===== config.mk =====
export PLATFORM = sky130hd
export DESIGN_NAME = core_boot_sequencer
export DESIGN_NICKNAME = d
export VERILOG_FILES = /design/src/rtl/core_boot_pkg.sv /design/src/rtl/sync2.sv /design/src/rtl/core_boot_sequencer.sv
export SDC_FILE = /design/constraint.sdc
export NUM_CORES = 1
export LEC_CHECK = 0
export CAP_MARGIN = 20
export CORE_MARGIN = 3
export CORE_UTILIZATION = 45
export CTS_BUF_LIST = sky130_fd_sc_hd__clkbuf_16
export DETAILED_ROUTE_END_ITERATION = 10
export HOLD_SLACK_MARGIN = 0.1
export PLACE_DENSITY = 0.64
export SYNTH_ARGS = -nofsm -noshare
export SYNTH_HDL_FRONTEND = slang
export SYNTH_SLANG_ARGS = --single-unit

===== constraint.sdc =====
create_clock -name bridge_clk -period 2.6 [get_ports bridge_clk]
set_input_delay 0.26 -clock bridge_clk [delete_from_list [all_inputs] [get_ports bridge_clk]]
set_output_delay 0.26 -clock bridge_clk [all_outputs]
set_load 0.005 [all_outputs]

===== src/rtl/core_boot_pkg.sv =====
//============================================================================
// Module      : core_boot_pkg
// Description : Shared definitions for the core boot sequencer. Holds the
//               sequencer state encoding, default timing constants and a
//               helper that sizes the shared cycle counter.
// Revision    : 1.0 - initial release
//============================================================================
`default_nettype none

package core_boot_pkg;

    typedef enum logic [2:0] {
        WAIT_LOCK  = 3'd0,
        SETTLE     = 3'd1,
        WAIT_LOAD  = 3'd2,
        HOLD_RESET = 3'd3,
        SIGNAL     = 3'd4,
        RUN        = 3'd5
    } boot_state_t;

    localparam int DEF_SETTLE_CYCLES     = 1024;
    localparam int DEF_RESET_HOLD_CYCLES = 16;
    localparam int DEF_TIMEOUT_CYCLES    = 1 << 24;

    // Width able to hold the largest of the three cycle limits.
    function automatic int cnt_width(input int a, input int b, input int c);
        int m;
        m = a;
        if (b > m) m = b;
        if (c > m) m = c;
        if (m < 1) m = 1;
        return $clog2(m + 1);
    endfunction

endpackage

`default_nettype wire


===== src/rtl/sync2.sv =====
//============================================================================
// Module      : sync2
// Description : Two-flop synchronizer for a single-bit level crossing into
//               the local clock domain.
// Revision    : 1.0 - initial release
// Ports       : clk  - destination clock
//               rst  - asynchronous active-high reset (both flops to 0)
//               d    - asynchronous input level
//               q    - synchronized level, two clk cycles of latency
//============================================================================
`default_nettype none

module sync2 (
    input  logic clk,
    input  logic rst,
    input  logic d,
    output logic q
);

    logic meta;

    always_ff @(posedge clk or posedge rst) begin
        if (rst) begin
            meta <= 1'b0;
            q    <= 1'b0;
        end else begin
            meta <= d;
            q    <= meta;
        end
    end

endmodule

`default_nettype wire


===== src/rtl/core_boot_sequencer.sv =====
//============================================================================
// Module      : core_boot_sequencer
// Description : Brings a core out of reset once its PLL has been stably
//               locked, its data slots are loaded and a fixed reset hold has
//               elapsed, then handshakes once on the ready-to-run interface.
//               Any loss of lock restarts the whole sequence.
// Revision    : 1.0 - initial release
// Macro       : CORE_BOOT_SEQUENCER_TIMEOUT_EN - enables the data-load
//               watchdog that drives load_timeout.
// Ports       : bridge_clk      - single clock
//               reset           - asynchronous active-high reset
//               pll_core_locked - PLL lock, asynchronous to bridge_clk
//               load_complete   - level, all data slots loaded
//               rtr_valid       - ready-to-run valid level
//               rtr_done        - ready-to-run acknowledge, 1-cycle pulse
//               core_reset_n    - active-low core reset (registered)
//               state           - current FSM encoding for debug
//               load_timeout    - sticky watchdog flag (0 when disabled)
//============================================================================
`default_nettype none

module core_boot_sequencer
    import core_boot_pkg::*;
#(
    parameter int SETTLE_CYCLES     = DEF_SETTLE_CYCLES,
    parameter int RESET_HOLD_CYCLES = DEF_RESET_HOLD_CYCLES,
    parameter int TIMEOUT_CYCLES    = DEF_TIMEOUT_CYCLES
) (
    input  logic       bridge_clk,
    input  logic       reset,
    input  logic       pll_core_locked,
    input  logic       load_complete,
    input  logic       rtr_valid,
    output logic       rtr_done,
    output logic       core_reset_n,
    output logic [2:0] state,
    output logic       load_timeout
);

    localparam int CW = cnt_width(SETTLE_CYCLES, RESET_HOLD_CYCLES, TIMEOUT_CYCLES);
    localparam logic [CW-1:0] SETTLE_LAST = CW'(SETTLE_CYCLES - 1);
    localparam logic [CW-1:0] HOLD_LAST   = CW'(RESET_HOLD_CYCLES - 1);

    boot_state_t   cur_state;
    logic [CW-1:0] cnt;
    logic [CW-1:0] cnt_inc;
    logic          lock_s;
    logic          lock_lost;

    sync2 u_lock_sync (
        .clk (bridge_clk),
        .rst (reset),
        .d   (pll_core_locked),
        .q   (lock_s)
    );

    // Saturating increment: the counter parks at all-ones instead of wrapping.
    assign cnt_inc   = (cnt == {CW{1'b1}}) ? cnt : cnt + CW'(1);
    assign lock_lost = (cur_state != WAIT_LOCK) && !lock_s;

    always_ff @(posedge bridge_clk or posedge reset) begin
        if (reset) begin
            cur_state    <= WAIT_LOCK;
            cnt          <= '0;
            rtr_done     <= 1'b0;
            core_reset_n <= 1'b0;
        end else begin
            rtr_done <= 1'b0;
            if (lock_lost) begin
                // Lock loss overrides every other transition.
                cur_state    <= WAIT_LOCK;
                cnt          <= '0;
                core_reset_n <= 1'b0;
            end else begin
                case (cur_state)
                    WAIT_LOCK: begin
                        if (lock_s) begin
                            cur_state <= SETTLE;
                            cnt       <= '0;
                        end
                    end
                    SETTLE: begin
                        if (cnt >= SETTLE_LAST) begin
                            cur_state <= WAIT_LOAD;
                            cnt       <= '0;
                        end else begin
                            cnt <= cnt_inc;
                        end
                    end
                    WAIT_LOAD: begin
                        if (load_complete) begin
                            cur_state <= HOLD_RESET;
                            cnt       <= '0;
                        end
                    end
                    HOLD_RESET: begin
                        // core_reset_n rises together with the move to SIGNAL,
                        // so it is low for exactly RESET_HOLD_CYCLES cycles here.
                        if (cnt >= HOLD_LAST) begin
                            cur_state    <= SIGNAL;
                            cnt          <= '0;
                            core_reset_n <= 1'b1;
                        end else begin
                            cnt <= cnt_inc;
                        end
                    end
                    SIGNAL: begin
                        if (rtr_valid) begin
                            cur_state <= RUN;
                            rtr_done  <= 1'b1;
                        end
                    end
                    RUN: begin
                        cur_state <= RUN;
                    end
                    default: begin
                        cur_state    <= WAIT_LOCK;
                        cnt          <= '0;
                        core_reset_n <= 1'b0;
                    end
                endcase
            end
        end
    end

    assign state = cur_state;

`ifdef CORE_BOOT_SEQUENCER_TIMEOUT_EN
    localparam logic [CW-1:0] TIMEOUT_LAST = CW'(TIMEOUT_CYCLES - 1);

    logic [CW-1:0] tcnt;
    logic          timeout_flag;

    // Watchdog only observes WAIT_LOAD; it never changes the sequencing.
    always_ff @(posedge bridge_clk or posedge reset) begin
        if (reset) begin
            tcnt         <= '0;
            timeout_flag <= 1'b0;
        end else if (lock_lost) begin
            tcnt         <= '0;
            timeout_flag <= 1'b0;
        end else if (cur_state == WAIT_LOAD) begin
            if (tcnt >= TIMEOUT_LAST) begin
                timeout_flag <= 1'b1;
            end else begin
                tcnt <= tcnt + CW'(1);
            end
        end else begin
            tcnt <= '0;
        end
    end

    assign load_timeout = timeout_flag;
`else
    assign load_timeout = 1'b0;
`endif

endmodule

`default_nettype wire


# Yosys cells after proc, flatten, opt, wreduce, memory -nomap -nowiden
# Index checks and enable logic that the tools add are counted.
[totals]
register_bits = 32
input_bits = 5
output_inout_bits = 6
[op_classes]
n_addsub = 1
order_cmp = 2
n_eq_ne = 13
muxes = 20
n_reduce_logical = 9
[op_table]
columns = ["op", "count"]
rows = [
  ["two-way mux 25 bit", 6],
  ["one-hot mux 25 bit (5 select lines)", 1],
  ["adder 25 x 1 -> 25 bit, second input constant", 1],
  ["== test 25 bit, second input constant", 1],
  [">= comparator 25 x 10 -> 1 bit, second input constant", 1],
  [">= comparator 25 x 4 -> 1 bit, second input constant", 1],
  ["two-way mux 3 bit", 6],
  ["one-hot mux 3 bit (6 select lines)", 1],
  ["!= test 3 bit, second input constant", 4],
  ["== test 3 x 2 -> 1 bit, second input constant", 2],
  ["== test 3 bit, second input constant", 2],
  ["two-way mux 1 bit", 5],
  ["AND reduction 5 bit", 1],
  ["OR reduction 5 bit", 1],
  ["!= test 2 x 1 -> 1 bit, second input constant", 2],
  ["== test 3 x 1 -> 1 bit, second input constant", 1],
  ["zero test 3 bit", 1],
  ["!= test 3 x 2 -> 1 bit, second input constant", 1],
  ["AND reduction 3 bit", 1],
  ["nonzero test 3 bit", 1],
  ["one-hot mux 1 bit (2 select lines)", 1],
  ["AND reduction 2 bit", 1],
  ["OR reduction 2 bit", 1],
  ["logical AND 1 bit", 1],
  ["zero test 1 bit", 1],
]

# Logic depth before layout (Yosys ltp)
# Gate-level depths: netlist of run 1.
[logic_depth]
ltp_word = 5
depth_mapped = 7
mapped_depth_nobuf = 6

# Modules after synthesis
# Synthesis of run 1 repeated with hierarchy kept, for this count alone.
[hier_totals]
hier_cells = 180
hier_area_um2 = 1863.0
[modules_own_cells]
columns = ["module", "n_inst", "cells_per_inst", "area_per_inst_um2", "seq_area_each_um2"]
rows = [
  ["core_boot_sequencer", 1, 177, 1809.2, 750.7],
  ["sync2", 1, 3, 53.8, 50.0],
]

# Worst setup path after synthesis of run 1
# No wires, ideal clock.
[synth_path]
kind = "reg2reg"
startpoint = "register cnt[0]"
endpoint = "register cnt[21]"
setup_ps = 121
t_arrival_ps = 1737
required_ps = 2479
setup_slack_ps = 742
stages_incl_launch_ff = 8
period_less_slack_ps = 1858
cell_sequence = "dfrtp_1 > ha_1 > nand3_4 > nor4b_4 > o2bb2ai_2 > a211oi_4 > buf_6 > nor2_2"
[synth_between]
elab_chain_len = 5
word_cells_on_any_way = 9
classes_between = "add/sub: 1; order compare: 2; eq/ne: 1; mux: 5"
[synth_rtl]
columns = ["element", "line", "source"]
rows = [
  ["start: declaration", "core_boot_sequencer.sv:45", "logic [CW-1:0] cnt;"],
  ["start signal: assignment", "core_boot_sequencer.sv:87", "cnt <= cnt_inc;"],
  ["start signal: assignment", "core_boot_sequencer.sv:104", "cnt <= cnt_inc;"],
  ["adder 25 x 1 -> 25 bit / == test 25 bit (equally long branches)", "core_boot_sequencer.sv:58", "assign cnt_inc = (cnt == {CW{1'b1}}) ? cnt : cnt + CW'(1);"],
  ["two-way mux 25 bit", "core_boot_sequencer.sv:58", ""],
  ["two-way mux 25 bit (on tied branches)", "core_boot_sequencer.sv:99, core_boot_sequencer.sv:83", ""],
  ["one-hot mux 25 bit (5 select lines) (*)", "core_boot_sequencer.sv:75", "case (cur_state)"],
  ["two-way mux 25 bit (*)", "core_boot_sequencer.sv:69", "if (lock_lost) begin"],
]
# Every way passes the cells marked *; elsewhere a longest branch is shown, timed or not.
# A chain may end at the register's enable or synchronous reset.

# Worst setup path after layout of run 1
[layout_path]
startpoint = "register cnt[0]"
endpoint = "register cnt[13]"
# Same word-level chain as after synthesis.

==> results summary, run 1 <==
The flow ran to the end, and the final reports show no timing, DRC or antenna violations. The startpoint identified for the worst hold timing path is u_lock_sync.meta$_DFF_PP0_. Buffers inserted to repair hold after CTS numbered 0.

During placement, the flow inserted port buffers numbering 9. The simple logic cell fraction of the synthesized area came out at 0.3120. The worst register-to-register path begins at cnt[0]$_DFFE_PP0P_. The number of antenna violations at the first check in global routing came to 0. The antenna diode count came out at 0. By area, the combinational part of the netlist is dominated by simple AND/OR/NAND/NOR gates.

The max-slew violation total from the final report is 0. The sum of net half-perimeters after detailed placement is about 2.8 mm. The maximum number of pins on one net before global-route repair is 33. The area of the die came out at 0.005030 mm2.

For the pin with the worst max-slew slack, the measured transition is 0.6774 ns. For this run, the register share of the synthesized area comes to 0.4222. The number of cells on the worst hold path is 0. The complex-gate fraction of the synthesized area is 0.1695. STA classifies the critical path startpoint as a flop. The later-pin clock latency in the skew report is between 0.2 and 0.3 ns. The highest clock frequency the design can meet is between 400 and 500 MHz. The proportion of layout cells with a drive suffix above 1 is 0.2000. The worst setup path is of the reg -> reg kind. The violation count after the first detailed-route iteration is just under 90. The hold violation count in the final report came out at 0. From left edge to right edge, the die measures between 70 and 80 um. The power per unit of standard cell area is ~590 mW/mm2. The starting density of the core came out at 0.4922.

The endpoint identified for the worst register-to-register timing path is cnt[13]$_DFFE_PP0P_. The remaining routing DRC violations is 0. In the synthesized netlist, the number of instances is ~180.

The clock buffer count from CTS is 5. The mux contribution to synthesized area came out at 0.005277. Summed over all layers, the routed wires come to between 3 and 4 mm. The mean routed wirelength per cell is ~16 um. The cell area after layout is about 0.0021 mm2. Synthesis instantiated 55 different standard cells from the library. The cell depth of the worst flop-to-flop path is 7. The clock root buffer is sky130_fd_sc_hd__clkbuf_16.

For this run, the number of Yosys warnings is 0. The largest buffer count on any clock path came out at 2. In this run the vertical extent of the chip is 70.93 um.

The clock-pin slew of the registers on the worst-case setup and hold paths came out at roughly 0.050 ns. The number of placement rows came out at 22. The final setup violation count came out at 0. The worst hold path belongs to the class reg -> reg. The leftover overflow at the end of global routing came out at 0. Once placement finished, the instance area stood at about 0.0020 mm2. Counting flops and latches in the post-synthesis netlist gives 32. The area of the mapped netlist is 0.001897 mm2. The weighted congestion reported at the end of routability-driven placement is about 0.84.

The cell leakage power is between 0.8 and 0.9 nW. The number of top-level pins came out at 11. The async set-reset flop share out of synthesis is 1.000. The global-route wire length before repair is 6.768 mm. The worst-case IR drop observed on VDD is around 360 uV. The top fanout value on the critical path came out at 25. For hold timing, the worst endpoint is u_lock_sync.q$_DFF_PP0_. The worst-case headroom to the max-slew limit came out at 0.5449. At the worst endpoint, the required time is 2.74 ns. The area share of fa/ha/maj cells after synthesis came out at 0.006596. The area growth from synthesis to layout came out at 10.16%. STA classifies the critical path endpoint as a flop. The number of nets still failing antenna checks after routing is 0. The routed design could run at a clock period as short as approximately 2.1 ns. Synthesis produced a netlist with a net count of ~190. The area of the core is just under 0.004 mm2. The arrival time of data at the critical path endpoint came out at between 2 and 2.5 ns. The H-tree level count is 2. The number of buffers added for setup after CTS is 0. In the final timing run, aggregate negative setup slack is 0 ns. The most frequent standard cell in the layout excluding fill and tap cells is sky130_fd_sc_hd__dfrtp_1. Setup repair after global routing left no endpoint under its margin. The slack of the worst reg-to-reg path is 0.52 ns. In the layout the commonest cells are sky130_fd_sc_hd__dfrtp_1 (32), sky130_fd_sc_hd__nor2_1 (20), sky130_fd_sc_hd__nor2_2 (10), sky130_fd_sc_hd__clkdlybuf4s50_1 (9). The number of gates resized after CTS came out at 0. The tool flagged a number of max-cap violations equal to 0. The iteration count of the initial detailed-routing pass came out at 4. Of the total synthesized cell area, the portion taken by XOR and XNOR cells is 0.01847. Averaged over all synthesized cells, the footprint is 10.42 um2. The tree built by TritonCTS fans out to 32 sinks.

The final layout net count is 196. The clock tree from TritonCTS is yes. The number of global-route vias before repair is between 1k and 1.5k. In the synthesized netlist the dominant register cell turns out to be sky130_fd_sc_hd__dfrtp_1. On the final layout, the worst clock skew is approximately 0.0029 ns.

The overall fraction of global-route tracks in use came out at 0.1701. The routed layout has between 1k and 1.5k vias. The post-route fraction of the period consumed by the critical path is 0.7989. The count of flip-flops with a built-in enable after synthesis is 0. Using the TritonRoute via totals, the vias-per-cell ratio works out to 6.164.
cell usage after synthesis, types with 2 or more instances:
cell type                  count  area share
sky130_fd_sc_hd__dfrtp_1      32        0.42
sky130_fd_sc_hd__nor2_1       20       0.040
sky130_fd_sc_hd__nor2_2       10       0.033
sky130_fd_sc_hd__a21oi_1       7       0.018
sky130_fd_sc_hd__a31oi_1       7       0.023
sky130_fd_sc_hd__nand2_1       7       0.014
sky130_fd_sc_hd__nand4_1       7       0.023
sky130_fd_sc_hd__a41oi_1       6       0.028
sky130_fd_sc_hd__and3_1        5       0.016
sky130_fd_sc_hd__buf_6         5       0.030
sky130_fd_sc_hd__o21ai_0       5       0.013
sky130_fd_sc_hd__buf_4         4       0.016
sky130_fd_sc_hd__inv_1         4      0.0079
sky130_fd_sc_hd__nand3_1       4       0.011
sky130_fd_sc_hd__xnor2_1       4       0.018
sky130_fd_sc_hd__a211oi_1      3       0.012
sky130_fd_sc_hd__and3_2        3       0.012
sky130_fd_sc_hd__and4_1        3       0.014
sky130_fd_sc_hd__nor2b_1       3      0.0099
sky130_fd_sc_hd__nor4_1        3      0.0099
sky130_fd_sc_hd__or3_1         3      0.0099
sky130_fd_sc_hd__and4_2        2       0.011
sky130_fd_sc_hd__nor3b_1       2      0.0079
sky130_fd_sc_hd__o31ai_1       2      0.0079
power by group:
part           internal [W]  total, W  leakage [nW]  switching (W)
clock network      0.000342  0.000526        0.0709       0.000184
logic             0.0000654  0.000164         0.349      0.0000983
registers          0.000513  0.000536         0.439      0.0000228
total              0.000921   0.00123         0.860       0.000305
critical path: stages (launching register included):
cell                        delay (ns)
sky130_fd_sc_hd__dfrtp_1          0.41
sky130_fd_sc_hd__ha_1             0.26
sky130_fd_sc_hd__nand3_4          0.16
sky130_fd_sc_hd__nor4b_4          0.32
sky130_fd_sc_hd__o2bb2ai_2        0.14
sky130_fd_sc_hd__a211oi_4         0.21
sky130_fd_sc_hd__buf_4            0.34
sky130_fd_sc_hd__nor2_1           0.10
flip-flops by register name, summed over array words and instances, names as in the netlist:
name              count
cnt                  25
state                 3
core_reset_n          1
rtr_done              1
u_lock_sync.meta      1
u_lock_sync.q         1
how the worst max path moves through the flow:
stage                  startpoint                   to  slack (ns)  cells past startpoint
3_3_place_gp   cnt[0]$_DFFE_PP0P_  cnt[10]$_DFFE_PP0P_        0.63                      7
5_1_grt        cnt[0]$_DFFE_PP0P_  cnt[13]$_DFFE_PP0P_        0.34                      7
4_1_cts        cnt[0]$_DFFE_PP0P_  cnt[13]$_DFFE_PP0P_        0.49                      7
3_5_place_dp   cnt[0]$_DFFE_PP0P_  cnt[13]$_DFFE_PP0P_        0.52                      7
6_report       cnt[0]$_DFFE_PP0P_  cnt[13]$_DFFE_PP0P_        0.52                      7
2_1_floorplan  cnt[0]$_DFFE_PP0P_  cnt[21]$_DFFE_PP0P_        0.74                      7
per-layer routing:
metal | up-vias | GRT usage | routed length [um]
met2 | 25 | 0.2822 | 1951
met1 | 741 | 0.2147 | 1696
met3 | 4 | 0.04261 | 129
li1 | 697 | - | -
met4 | 0 | 0.06263 | 37
met5 | - | 0 | 0
area by class of cell:
type / instances / area [um2]
Clock buffer: 5 / 125.1
Clock inverter: 2 / 8.758
Fill cell: 343 / 1764
Inverter: 4 / 15.01
Multi-Input combinational cell: 136 / 974.7
Sequential cell: 32 / 800.8
Tap cell: 48 / 60.06
Timing Repair Buffer: 11 / 105.1
cells by family (layout without fill, tap and decap cells):
| group | Yosys count | in the layout |
|---|---|---|
| compound gates | 41 | 41 |
| flops | 32 | 32 |
| fa+ha+maj | 1 | 1 |
| mux | 1 | 1 |
| buf+inv | 14 | 22 |
| xor+xnor | 4 | 4 |
| other cells | 1 | 1 |
| simple gates | 88 | 88 |
per-stage QoR:
stage               instances  setup WS (ns)  hold slack [ns]  total power, W  utilization
floorplan                 182         0.7424           0.2914       0.0006853            -
global placement          231         0.6304           0.3401       0.0007029       0.5075
detailed placement        231         0.5154           0.3485       0.0007091       0.5075
CTS                       238         0.4920           0.3593        0.001243       0.5422
global route              238         0.3363           0.3686        0.001289       0.5422
finish                    238         0.5228           0.3559        0.001226       0.5422
(Power assumes the default switching activity.)
==> inputs of run 2 (changes only) <==
--- a/config.mk
+++ b/config.mk
@@ -11,7 +11,7 @@
 export CTS_BUF_LIST = sky130_fd_sc_hd__clkbuf_16
 export DETAILED_ROUTE_END_ITERATION = 10
 export HOLD_SLACK_MARGIN = 0.1
-export PLACE_DENSITY = 0.64
+export PLACE_DENSITY = 0.66
 export SYNTH_ARGS = -nofsm -noshare
 export SYNTH_HDL_FRONTEND = slang
 export SYNTH_SLANG_ARGS = --single-unit
==> constraint.sdc (replaced) <==
create_clock -name bridge_clk -period 1.8 [get_ports bridge_clk]
set_input_delay 0.18 -clock bridge_clk [delete_from_list [all_inputs] [get_ports bridge_clk]]
set_output_delay 0.18 -clock bridge_clk [all_outputs]
set_load 0.005 [all_outputs]
==> run 2 against run 1 <==
  * Fmax up 16%
  * Critical path depth decreased by 2
  * Die area is the same
  * Sequential cell count did not move
  * Non-clock buffer count up 30
  * Sequential power increased by 42%
  * Core utilization grew 9.7 points
  * Worst hold slack got worse by 0.067 ns
  * Combinational power up 110%
  * First-iteration DRC count grew 10%
  * Wire length increased by 15%
  * Critical path type unchanged
  * Largest cell class unchanged
  * Largest power group is now the clock network
==> results summary, run 2 (same netlist as run 1, synthesis figures left out) <==
The proportion of layout cells with a drive suffix above 1 is 0.3909 (+0.1909). The total area of sequential cells is 805.8 um2 (+0.63%). The tightest hold margin came out at 0.2887 ns (-0.06723 ns). The starting density of the core was 0.4922 (unchanged). The largest vdd supply drop is 633.4 uV (+74%).

The H-tree level count came out at 2 (unchanged). The top fanout value on the critical path is 8 (-68%). The later-pin clock latency in the skew report was 0.28 ns (about the same). On the critical path, the stage with the largest delay is an instance of sky130_fd_sc_hd__dfrtp_1.

The cell leakage power came out at 1.036 nW (+21%). The switching power of the nets came out at 0.0004929 W (+62%). The footprint of the multi-input gates came out at 0.001096 mm2 (+12%). The part of the power in the clock network came to 0.415 (-0.014). The global-route wire length before repair came out at 7.245 mm (+7.0%).

The number of flip-flops in the largest register is 25 (unchanged). The power per unit of standard cell area was 764.8 mW/mm2 (+30%). The number of placed instances, taps included is 254 (+10%). The horizontal die dimension came to 70.93 um (unchanged). The combinational share of power is 0.181 (+0.047). The number of clock sinks is 32 (unchanged). The sum of net half-perimeters after detailed placement came out at 2.983 mm (+7.0%). The post-detailed-routing wire length came to 4.402 mm (+15%). The clock-pin slew of the registers on the worst-case setup and hold paths came out at 0.05 ns (about the same).

The maximum number of pins on one net before global-route repair is 33 (unchanged). The hold violation count in the final report was 0 (unchanged). The required time reported for the critical path endpoint is 2.01 ns (-0.73 ns). Walking the worst path, the cells encountered are and4_1 -> and3_4 -> a21o_4 -> or4_4 -> a21oi_2. The top cell types in the final layout, fill and taps aside, are sky130_fd_sc_hd__dfrtp_1 (28), sky130_fd_sc_hd__buf_4 (28), sky130_fd_sc_hd__nor2_1 (20), sky130_fd_sc_hd__nor2_2 (10), sky130_fd_sc_hd__clkdlybuf4s50_1 (9). The type of destination of the critical path is a flop.

The biggest cell delay along the critical path was 0.47 ns (+0.06 ns). The worst setup path is of the reg -> reg kind. The cell family contributing the most delay on the critical path is simple AND/OR/NAND/NOR gates. The area growth from synthesis to layout is 29.95%.

The mean routed wirelength per cell came to 16.43 um (+2.5%). The number of placement rows came out at 22 (unchanged). The cell area after layout is 0.002465 mm2 (+18%). The via density per instance came out at 5.959 (-3.3%). The remaining routing DRC violations was 0 (unchanged). The max-slew violation total from the final report is 0 (unchanged). The final core utilization came out at 0.6396 (+0.09740).

The area of the core is 0.003854 mm2 (unchanged). The final setup violation count came out at 0 (unchanged). The startpoint class of the critical path is a flop. The number of cells on the critical path came to 5 (-2). The antenna diode count is 0 (unchanged). The worst setup timing slack at the placement stage is -0.02433 ns (-0.5397 ns). The final instance count without filler cells is 268 (+13%). The hold buffer count at CTS is 0 (unchanged). The largest clock skew in the final design came to 0.002787 ns (-0.00007356 ns). The max-capacitance violation count is 0 (unchanged). The design internal power came to 0.001392 W (+51%).

The overall fraction of global-route tracks in use is 0.1853 (+0.01518). The sequential group share of total power is 0.404 (-0.033). The buffers plus inverters on the worst setup path is 0 (-1). The switching power as a share of total power came out at 0.2615 (+0.01285). The post-route fraction of the period consumed by the critical path came out at 0.9948 (+0.1959). In this run the clock root is driven by a sky130_fd_sc_hd__clkbuf_16. The count of vias placed by the detailed router came out at 1597 (+8.9%). The number of antenna violations at the first check in global routing came out at 0 (unchanged). The number of top-level pins came out at 11 (unchanged).

The minimum period implied by the final worst setup slack was 1.791 ns (-0.2865 ns). The arrival time of data at the critical path endpoint came out at 2.00 ns (-0.21 ns). The worst path setup slack after routing came out at 0.009279 ns (-0.5135 ns). The beginning of the worst register-to-register path is cnt[16]$_DFFE_PP0P_. The iteration count of the initial detailed-routing pass came to 4 (unchanged).

The placement-stage cell area was 0.002143 mm2 (+9.6%). The clock buffer count from CTS is 5 (unchanged). The area of the die came out at 0.005030 mm2 (unchanged). The number of global-route vias before repair came out at 1534 (+5.6%).

The violation count after the first detailed-route iteration was 96 (+10%). The fill cell total of the finished layout came out at 298 (-13%). The highest clock frequency the design can meet came out at 558.4 MHz (+16%). Setup repair after global routing could not meet its margin everywhere. The tightest min-delay check is of the in -> async type. TritonCTS built the clock tree. Ranked by flip-flop count, first place goes to cnt. The count of buffers inserted at the top-level ports came out at 9 (unchanged). The number of nets still failing antenna checks after routing came out at 0 (unchanged).

The largest buffer count on any clock path is 2 (unchanged). The leftover overflow at the end of global routing was 0 (unchanged). The weighted congestion reported at the end of routability-driven placement came out at 0.8569 (+1.5%). The run finished with clean final reports. The height of the die came out at 70.93 um (unchanged). The final layout net count came out at 226 (+15%). The cell depth of the worst flop-to-flop path is 5 (-2).

The critical path starts at cnt[16]$_DFFE_PP0P_.
## run 2: cell types whose count changed in the layout (fill, tap and decap cells not counted), moves of 2 or more
cell | previous run | this run
sky130_fd_sc_hd__dfrtp_2 | 0 | 4
sky130_fd_sc_hd__dfrtp_1 | 32 | 28
sky130_fd_sc_hd__a21oi_1 | 7 | 5
sky130_fd_sc_hd__a41oi_2 | 0 | 2
sky130_fd_sc_hd__buf_6 | 0 | 3
sky130_fd_sc_hd__nor4_1 | 3 | 0
sky130_fd_sc_hd__buf_4 | 2 | 28
sky130_fd_sc_hd__nor4_2 | 1 | 3
sky130_fd_sc_hd__and4_1 | 3 | 1
sky130_fd_sc_hd__a41oi_1 | 6 | 4
sky130_fd_sc_hd__and4_4 | 0 | 3
## run 2: timing repair
| item | CTS | global route |
|---|---|---|
| gates resized for setup | 1 | 27 |
| hold endpoints to repair | 0 | 0 |
| setup buffers | 0 | 7 |
| pin swaps | 1 | 9 |
| endpoints found under the setup margin | 12 | 27 |
## run 2: worst paths after layout
| kind | slack, ns | to |
|---|---|---|
| setup / recovery | 0.009 | cnt[8]$_DFFE_PP0P_ |
| hold / removal | 0.29 | u_lock_sync.meta$_DFF_PP0_ |
| setup reg to reg | 0.009 | cnt[8]$_DFFE_PP0P_ |
| hold reg to reg | 0.36 | u_lock_sync.q$_DFF_PP0_ |
| max in group asynchronous | 1.19 | cnt[17]$_DFFE_PP0P_ |
| min in group bridge_clk | 0.34 | u_lock_sync.meta$_DFF_PP0_ |
## run 2: layout make-up
type,count,area share
multi-input combinational,136,0.4447
timing repair buffer,41,0.1437
clock inverter,2,0.003553
tap,48,0.02437
inverter,4,0.006091
sequential,32,0.3269
clock buffer,5,0.05076
## run 2: stage by stage
stage	TNS, ns	total power (W)
floorplan	-0.4884	0.0009923
global placement	-0.007678	0.001064
detailed placement	-0.06084	0.001074
CTS	-0.02456	0.001870
global route	-0.9131	0.001972
finish	0	0.001885
## run 2: worst min-delay path: cells and delay by family
family / cells / cell delay [ns]
buffers and inverters: 3 / 0.80
## run 2: layer usage
layer / vias up / share of wire / track usage
met4: 0 / 0.020 / 0.1023
li1: 756 / - / -
met3: 7 / 0.042 / 0.04403
met2: 33 / 0.49 / 0.2791
met1: 801 / 0.45 / 0.2448
met5: - / 0 / 0
## run 2: power by group through the flow
| stage | logic [W] | clock network (W) | registers (W) |
|---|---|---|---|
| floorplan | 0.000221 | 0 | 0.000772 |
| global placement | 0.000299 | 0 | 0.000765 |
| detailed placement | 0.000307 | 0 | 0.000767 |
| CTS | 0.000314 | 0.000802 | 0.000755 |
| global route | 0.000367 | 0.000842 | 0.000764 |
| finish | 0.000341 | 0.000783 | 0.000762 |
==> inputs of run 3 (changes only) <==
--- a/config.mk
+++ b/config.mk
@@ -12,6 +12,7 @@
 export DETAILED_ROUTE_END_ITERATION = 10
 export HOLD_SLACK_MARGIN = 0.1
 export PLACE_DENSITY = 0.66
+export SLEW_MARGIN = 20
 export SYNTH_ARGS = -nofsm -noshare
 export SYNTH_HDL_FRONTEND = slang
 export SYNTH_SLANG_ARGS = --single-unit
==> results of run 3 <==
Same layout as run 2: the final DEF is identical, and so are final timing and power.
